$ cat config.mk
export PLATFORM = sky130hd
export DESIGN_NAME = audio_decimator
export DESIGN_NICKNAME = d
export VERILOG_FILES = /design/src/rtl/audio_pkg.sv /design/src/rtl/audio_rate_tick.sv /design/src/rtl/audio_decimator.sv
export SDC_FILE = /design/constraint.sdc
export NUM_CORES = 1
export LEC_CHECK = 0
export CORE_UTILIZATION = 39
export CTS_BUF_LIST = sky130_fd_sc_hd__clkbuf_16
export DETAILED_ROUTE_END_ITERATION = 16
export GPL_TIMING_DRIVEN = 1
export PLACE_DENSITY = 0.66
export SLEW_MARGIN = 5
export SYNTH_ARGS = -nofsm -noshare
export SYNTH_HDL_FRONTEND = slang
export SYNTH_SLANG_ARGS = --single-unit
$ cat constraint.sdc
create_clock -name clk -period 8.7 [get_ports clk]
set_input_delay 1.74 -clock clk [delete_from_list [all_inputs] [get_ports clk]]
set_output_delay 1.74 -clock clk [all_outputs]
set_load 0.02 [all_outputs]
$ cat src/rtl/audio_pkg.sv
// Shared types and helpers for the audio decimator datapath.
package audio_pkg;

  localparam int AUDIO_CH = 2;

  typedef enum logic [2:0] {
    ST_IDLE,
    ST_ACCUM,
    ST_SCALE,
    ST_FILTER,
    ST_EMIT
  } audio_dec_state_t;

  // Clamp a signed value into the range of a w-bit two's-complement word.
  function automatic logic signed [31:0] sat_signed(input logic signed [31:0] v, input int w);
    logic signed [31:0] hi, lo;
    hi = (32'sd1 <<< (w - 1)) - 32'sd1;
    lo = -(32'sd1 <<< (w - 1));
    if (v > hi)      return hi;
    else if (v < lo) return lo;
    else             return v;
  endfunction

endpackage

$ cat src/rtl/audio_rate_tick.sv
// Fractional-N rate generator: one-cycle tick averaging SAMPLE_RATE_HZ per second of clk.
module audio_rate_tick #(
  parameter int unsigned CLK_FREQ_HZ    = 27_000_000,
  parameter int unsigned SAMPLE_RATE_HZ = 48_000
) (
  input  logic clk,
  input  logic reset_n,
  output logic tick
);

  logic [31:0] acc_q, acc_d, acc_sum;
  logic        tick_q, tick_d;

  // Add the sample rate each clock; wrap by the clock rate and flag the wrap.
  always_comb begin
    acc_sum = acc_q + SAMPLE_RATE_HZ;
    acc_d   = acc_sum;
    tick_d  = 1'b0;
    if (acc_sum >= CLK_FREQ_HZ) begin
      acc_d  = acc_sum - CLK_FREQ_HZ;
      tick_d = 1'b1;
    end
  end

  // Accumulator and registered tick.
  always_ff @(posedge clk or negedge reset_n) begin
    if (!reset_n) begin
      acc_q  <= '0;
      tick_q <= 1'b0;
    end else begin
      acc_q  <= acc_d;
      tick_q <= tick_d;
    end
  end

  assign tick = tick_q;

endmodule

$ cat src/rtl/audio_decimator.sv
// Stereo box-car decimator with optional leaky-integrator DC removal.
// Both channels share one FSM and move through the pipeline in lockstep.
module audio_decimator import audio_pkg::*; #(
  parameter int AUDIO_BIT_WIDTH = 16,
  parameter int CLK_FREQ_HZ     = 27_000_000,
  parameter int SAMPLE_RATE_HZ  = 48_000,
  parameter int AVG_LOG2        = 8,
  parameter int DC_SHIFT        = 10
) (
  input  logic                                      clk,
  input  logic                                      reset_n,
  input  logic [AUDIO_CH-1:0][AUDIO_BIT_WIDTH-1:0]  audio_sample_word,
  input  logic                                      dc_block_en,
  input  logic                                      mute,
  // each lane is a two's-complement sample
  output logic [AUDIO_CH-1:0][AUDIO_BIT_WIDTH-1:0]  pcm_out,
  output logic                                      pcm_valid,
  output logic                                      overrun
);

  localparam int W  = AUDIO_BIT_WIDTH;
  localparam int SW = W + AVG_LOG2;      // window sum
  localparam int XW = W + 1;             // offset-removed average
  localparam int YW = W + 3;             // filter output before clamping
  localparam int DW = W + DC_SHIFT + 2;  // DC estimate
  localparam logic [XW-1:0] MIDSCALE = XW'(1) << (W - 1);

  logic                tick;
  audio_dec_state_t    state_q, state_d;
  logic [AVG_LOG2-1:0] cnt_q, cnt_d;
  logic                valid_q, valid_d;
  logic                ovr_q, ovr_d;

  audio_rate_tick #(
    .CLK_FREQ_HZ   (CLK_FREQ_HZ),
    .SAMPLE_RATE_HZ(SAMPLE_RATE_HZ)
  ) u_tick (
    .clk    (clk),
    .reset_n(reset_n),
    .tick   (tick)
  );

  // Sequencing: wait for a tick, accumulate the window, then scale/filter/emit.
  always_comb begin
    state_d = state_q;
    cnt_d   = cnt_q;
    valid_d = 1'b0;
    // a tick that finds the FSM busy is dropped and latched as an overrun
    ovr_d   = ovr_q | (tick && (state_q != ST_IDLE));
    case (state_q)
      ST_IDLE: if (tick) begin
        cnt_d   = '0;
        state_d = ST_ACCUM;
      end
      ST_ACCUM: begin
        cnt_d = cnt_q + 1'b1;
        if (cnt_q == '1) state_d = ST_SCALE;
      end
      ST_SCALE:  state_d = ST_FILTER;
      ST_FILTER: state_d = ST_EMIT;
      ST_EMIT: begin
        valid_d = 1'b1;
        state_d = ST_IDLE;
      end
      default:   state_d = ST_IDLE;
    endcase
  end

  // FSM state, window counter and output flags.
  always_ff @(posedge clk or negedge reset_n) begin
    if (!reset_n) begin
      state_q <= ST_IDLE;
      cnt_q   <= '0;
      valid_q <= 1'b0;
      ovr_q   <= 1'b0;
    end else begin
      state_q <= state_d;
      cnt_q   <= cnt_d;
      valid_q <= valid_d;
      ovr_q   <= ovr_d;
    end
  end

  assign pcm_valid = valid_q;
  assign overrun   = ovr_q;

  for (genvar c = 0; c < AUDIO_CH; c++) begin : g_ch
    logic [SW-1:0]        sum_q, sum_d;
    logic signed [XW-1:0] x_q, x_d;
    logic signed [YW-1:0] y_full;
    logic signed [W-1:0]  ysat_q, ysat_d;
    logic signed [DW-1:0] dc_q, dc_d;
    logic [W-1:0]         pcm_q, pcm_d;

    // Per-channel datapath stepped by the shared FSM state.
    always_comb begin
      sum_d  = sum_q;
      x_d    = x_q;
      ysat_d = ysat_q;
      dc_d   = dc_q;
      pcm_d  = pcm_q;
      y_full = dc_block_en ? (YW'(x_q) - YW'(dc_q >>> DC_SHIFT)) : YW'(x_q);
      case (state_q)
        ST_IDLE:   if (tick) sum_d = '0;
        ST_ACCUM:  sum_d = sum_q + SW'(audio_sample_word[c]);
        ST_SCALE:  x_d = $signed({1'b0, sum_q[SW-1 -: W]} - MIDSCALE);
        ST_FILTER: begin
          ysat_d = W'(sat_signed(32'(y_full), W));
          // the estimate integrates the unclamped output so it keeps tracking
          // the true DC even while the output is pinned at a rail
          if (dc_block_en) dc_d = dc_q + DW'(y_full);
        end
        // mute only gates the output; the DC estimate above keeps running
        ST_EMIT:   pcm_d = mute ? '0 : ysat_q;
        default:   ;
      endcase
    end

    // Per-channel registers.
    always_ff @(posedge clk or negedge reset_n) begin
      if (!reset_n) begin
        sum_q  <= '0;
        x_q    <= '0;
        ysat_q <= '0;
        dc_q   <= '0;
        pcm_q  <= '0;
      end else begin
        sum_q  <= sum_d;
        x_q    <= x_d;
        ysat_q <= ysat_d;
        dc_q   <= dc_d;
        pcm_q  <= pcm_d;
      end
    end

    assign pcm_out[c] = pcm_q;
  end

endmodule
### After elaboration in Yosys (flattened, before gate mapping)

Cells that the tools add are included.

* add/subtract/negate cells: 11
* multipliers: 0
* div/mod/pow operators: 0
* $lt $le $gt $ge: 5
* eq/ne operators: 7
* shift-type cells: 0
* muxes and demuxes: 19
* bitwise gates (word level): 1
* reductions and logical operators: 7

Operator list (number)
* $mux W16: 6
* $pmux W24 S2: 2
* $add A28 B19 Y28: 2
* $add A24 B16 Y24: 2
* $gt A19 B16 Y1 const B: 2
* $lt A19 B16 Y1 const B: 2
* $mux W19: 2
* $sub A17 B18 Y19: 2
* $sub A16 B16 Y17 const B: 2
* $add A32 B16 Y32 const B: 1
* $ge A32 B25 Y1 const B: 1
* $mux W32: 1
* $sub A32 B25 Y32 const B: 1
* $mux W24: 1
* $pmux W8 S2: 1
* $pmux W3 S4: 1
* $add A8 B1 Y8 const B: 1
* $eq A8 B8 Y1 const B: 1
* $mux W8: 1
* $eq A3 B2 Y1 const B: 2
* $mux W3: 2
* $reduce_and A2 Y1: 3
* $eq A3 B1 Y1 const B: 1
* $eq A3 B3 Y1 const B: 1
* 8 further kinds: 9

* register bits after elaboration: 248
* bits in latches: 0
* bits in writable memories: 0
* memory bits (read-only): 0
* input bits: 36
* output and inout bits: 34
* word-level logic and storage cells: 66
* memories: 0

### Depth between registers and ports, before layout

* word-level depth: 5
* gate-level depth with buffers: 24
* mapped depth without buffers: 24

### Modules after synthesis

Synthesis repeated with hierarchy kept, for this count alone.

* cell total of the unflattened synthesis: 1887
* area total of the unflattened synthesis: 16834.9 µm²

By module, submodules not included
* audio_decimator: instances 1, cells each 1597, area an instance 14381.3 µm²
* audio_rate_tick: instances 1, cells each 290, area an instance 2453.6 µm²

### Worst setup path after synthesis

Ideal clock, no wire load.

* kind: input port to flip-flop
* start: in dc_block_en
* end: reg g_ch[0].dc_q[26]
* data arrival time: 5.557 ns
* data required time: 8.635 ns
* path slack: 3.078 ns
* stages on the path: 16
* buffers on the path: 3
* path through: clkbuf_1 > clkbuf_1 > clkbuf_1 > mux2i_1 > inv_1 > fa_1 > a21o_1 > a311oi_1 > o21bai_1 > a211oi_1 > o31ai_1 > a31o_2 > a21oi_1 > o21ai_0 > a2111oi_0 > a211o_1

* cells in the longest elaborated chain, start to end: 2
* elaborated cells between the ends (all ways): 3
* classes of those cells: 1 x add/sub; 1 x mux; 1 x reduce/logical

Ends and longest elaborated chain
* start, declared: RTL line audio_decimator.sv:13 `input logic dc_block_en,`
* $mux W19: RTL line audio_decimator.sv:102 `y_full = dc_block_en ? (YW'(x_q) - YW'(dc_q >>> DC_SHIFT)) : YW'(x_q);`
* $add A28 B19 Y28: RTL line audio_decimator.sv:111 `if (dc_block_en) dc_d = dc_q + DW'(y_full);`
* end signal, assigned: RTL line audio_decimator.sv:125 `dc_q <= '0;`
* end signal, assigned: RTL line audio_decimator.sv:131 `dc_q <= dc_d;`
* end, declared: RTL line audio_decimator.sv:92 `logic signed [DW-1:0] dc_q, dc_d;`

Parallel ways exist; a longest one is shown, timed or not.
A chain may end at the register's enable or synchronous reset.

### Worst setup path in the final report

Same ends and word-level chain as after synthesis.

==> flow_metrics.py <==
metrics = {
    "routing": {
        "drc_errors": 0,
        "via_per_inst": 5.479,
        "postRouteAntennaNets": 0,
        "vias": 13220,
        "first_iter_violations": 782,
        "wl_um": 37220,
        "firstDrtPassIters": 5,
        "wl_per_cell_um": 15.42,
    },
    "clock_network": {
        "path_clk_slew_ps": 70,
        "clock_latency_ps": 540,
        "tritoncts": "yes",
        "cts_setup_buffers": 0,
        "clock_sinks": 240,
        "clock-root-buffer": "clkbuf_16",
        "numCtsBuffers": 27,
        "cts_hold_buf": 0,
        "cts_buffer_depth": 3,
        "h-tree-depth": 1,
        "cts-resized-gates": 0,
    },
    "global_route": {
        "grt_pass1_wl_um": 63410,
        "met3_usage_pct": 2.405,
        "antenna_found_initial": 0,
        "grt_remaining_overflow": 0,
        "grt_max_degree": 131,
        "grt.total_usage_pct": 17.42,
        "use_met1_pct": 25.55,
        "grt_use_met2_pct": 27.02,
        "busiest_layer": "met2",
        "grt_pass1_vias": 12620,
    },
    "synth": {
        "synthCells": 1825,
        "synth_cell_types": 85,
        "synth_async_sr_flop_share_pct": 100.0,
        "synth_top_family_by_area": "compound AO/OA/AOI/OAI gates",
        "synth.avg_cell_area_um2": 9.025,
        "ys_warn_count": 0,
        "yosys_register_bits": 240,
        "synthAdderAreaFrac_pct": 10.60,
        "syn-cell-area_um2": 16470,
        "synth_compound_area_share_pct": 21.12,
        "synthFlopType": "dfrtp_1",
        "synth-seq-area-share_pct": 36.46,
        "yosys.area_share.simple_pct": 16.10,
        "syn_nets": 1997,
        "synth-edff-count": 0,
        "muxShareOfSynthArea_pct": 4.406,
        "synth-xor-area-share_pct": 7.551,
    },
    "finish": {
        "layout_commonest_cell": "dfrtp_1",
        "n_antenna_cell": 0,
        "synthToLayoutAreaGrowth_pct": 12.20,
        "fin_nets": 2033,
        "drive_above_1_share_pct": 7.230,
        "layout_common_cells": "dfrtp_1 (240), nand2_1 (209), o21ai_0 (161)",
        "multi_input_area_um2": 9862,
        "seq_area_um2": 6006,
        "n_fill_cell": 3878,
    },
    "critical_path": {
        "path_cells": "buf_2 > buf_4 > clkinv_1 > mux2i_1 > ha_1 > fa_1 > a21o_1 > a311oi_1 > o21bai_1 > a211oi_1 > o31ai_1 > a31o_2 > a21oi_1 > o21ai_0 > a2111oi_0 > a211o_1",
        "startpoint_type": "input pin",
        "critPathSlowestCell": "buf_4",
        "cp_slowest_stage_delay_ps": 500,
        "arrival_ps": 6140,
        "endpoint_kind": "flop",
        "cp.required_ps": 9190,
        "critical_path_class": "in -> reg",
        "crit_fanout": 51,
    },
    "timing": {
        "layout_min_cycle_time_ps": 5658,
        "rsz0062_at_grt": "no",
        "post-route-period-util_pct": 65.04,
        "setup_viol": 0,
        "slew_violations": 0,
        "holdWs_ps": 470.3,
        "worstMarginPinSlew_ps": 1164,
        "setup_tns_ps": 0,
        "max_slew_margin_pct": 22.42,
        "finClkSkew_ps": 16.26,
        "max_freq_mhz": 176.7,
        "final_hold_viol_count": 0,
    },
    "floorplanning": {
        "die_w_um": 207.5,
        "die_h_um": 207.5,
        "core.rowCount": 74,
        "core_area_um2": 41200,
        "dieArea_um2": 43060,
        "io_pins": 70,
        "start_util_pct": 39.98,
    },
    "pwr": {
        "ir_drop_mv": 0.1141,
        "fin_total_pwr_w": 0.002364,
        "leakagePower_nw": 8.643,
        "power-per-cell-area_nw_per_um2": 127.9,
    },
    "placed_design": {
        "port-buffer-count": 69,
        "post-dp-hpwl_um": 27030,
        "gp_congestion": 0.8720,
    },
    "job": {
        "maxCapViolCount": 0,
    },
    "status": {
        "status": "completed",
    },
    "hold_path": {
        "hp-class": "reg -> reg",
    },
}
==> cells by family after synthesis <==
kind of cell	count (synthesis)
flops	240
xor+xnor	142
fa+ha+maj	136
buf+inv	160
mux	67
simple gates	555
compound gates	525
==> layer usage <==
| metal | wire length [um] | vias up |
|---|---|---|
| met5 | 0 | - |
| met4 | 710 | 0 |
| met3 | 1584 | 44 |
| met2 | 15950 | 255 |
| met1 | 18970 | 6282 |
| li1 | - | 6640 |
==> report_power, final <==
| part | total, W | internal (W) | switching, W |
|---|---|---|---|
| clock | 0.00110 | 0.000625 | 0.000480 |
| combinational | 0.000141 | 0.0000583 | 0.0000828 |
| sequential | 0.00112 | 0.00112 | 0.000000711 |
| total | 0.00236 | 0.00180 | 0.000563 |
==> worst max-delay path: cells and delay by family <==
family | cells | cell delay, ps
compound gates | 10 | 2450
fa+ha+maj | 2 | 640
mux | 1 | 240
buf+inv | 3 | 1040
==> final timing paths <==
path	end	slack, ps	startpoint	depth (start not counted)
min	g_ch[0].x_q[15]$_DFFE_PN0N_	470	g_ch[0].sum_q[23]$_DFFE_PN0P_	1
min reg2reg	g_ch[0].x_q[15]$_DFFE_PN0N_	470	g_ch[0].sum_q[23]$_DFFE_PN0P_	1
min in group asynchronous	g_ch[0].sum_q[6]$_DFFE_PN0P_	1230	reset_n	1
max	g_ch[0].dc_q[26]$_DFFE_PN0P_	3040	dc_block_en	16
max in group asynchronous	g_ch[1].dc_q[8]$_DFFE_PN0P_	6260	reset_n	2
max reg2reg	g_ch[1].dc_q[27]$_DFFE_PN0P_	3150	g_ch[1].x_q[0]$_DFFE_PN0N_	21
==> area by class of cell <==
type | count | share of cell area [%]
Clock inverter | 22 | 0.9208
Tap cell | 532 | 3.602
Clock buffer | 27 | 3.656
Sequential cell | 240 | 32.50
Timing Repair Buffer | 77 | 4.130
Multi-Input combinational cell | 1425 | 53.37
Inverter | 90 | 1.828
==> synth_stat cells, types with 7 or more instances <==
library cell / count / area [um^2]
a31oi_1: 18 / 112.6
clkbuf_1: 56 / 210.2
inv_1: 87 / 326.6
or2_2: 9 / 56.30
o22a_1: 15 / 131.4
nand2_1: 211 / 792.0
buf_1: 7 / 26.28
a211oi_1: 13 / 97.59
o211ai_1: 14 / 105.1
mux2_2: 44 / 495.5
a221o_1: 17 / 170.2
a21o_1: 70 / 525.5
mux2i_1: 23 / 230.2
and2_1: 9 / 56.30
a31o_2: 7 / 61.31
and3_1: 26 / 162.7
nor2b_1: 16 / 100.1
or3_1: 8 / 50.05
a21oi_1: 99 / 495.5
xor2_1: 60 / 525.5
xnor2_1: 82 / 718.2
nand3_1: 62 / 310.3
o31ai_1: 16 / 120.1
nand2b_1: 48 / 300.3
nand4_1: 20 / 125.1
o21ai_0: 161 / 805.8
dfrtp_1: 240 / 6006
o21a_1: 8 / 60.06
o21bai_1: 16 / 120.1
nor2_1: 92 / 345.3
ha_1: 130 / 1627
nor3_1: 29 / 145.1
==> metrics by stage <==
step	utilization (%)	cells	setup WS, ps	instance area, um^2
final	44.85	2413	3042	18480
after global routing	44.85	2413	2664	18480
after CTS	44.85	2413	3111	18480
after detailed placement	42.80	2364	2556	17630
after global placement	42.80	2364	2662	17630
after floorplan	-	1825	3078	16470
==> flip-flops by register name, summed over array words and instances (netlist names) <==
name and flops:
overrun 1, pcm_valid 1, g_ch.pcm_q 32, u_tick.tick 1
g_ch.sum_q 48, cnt_q 8, g_ch.ysat_q 32, g_ch.dc_q 56
u_tick.acc_q 26, state_q 3, g_ch.x_q 32
No activity file was read; power rests on OpenSTA's default activity.
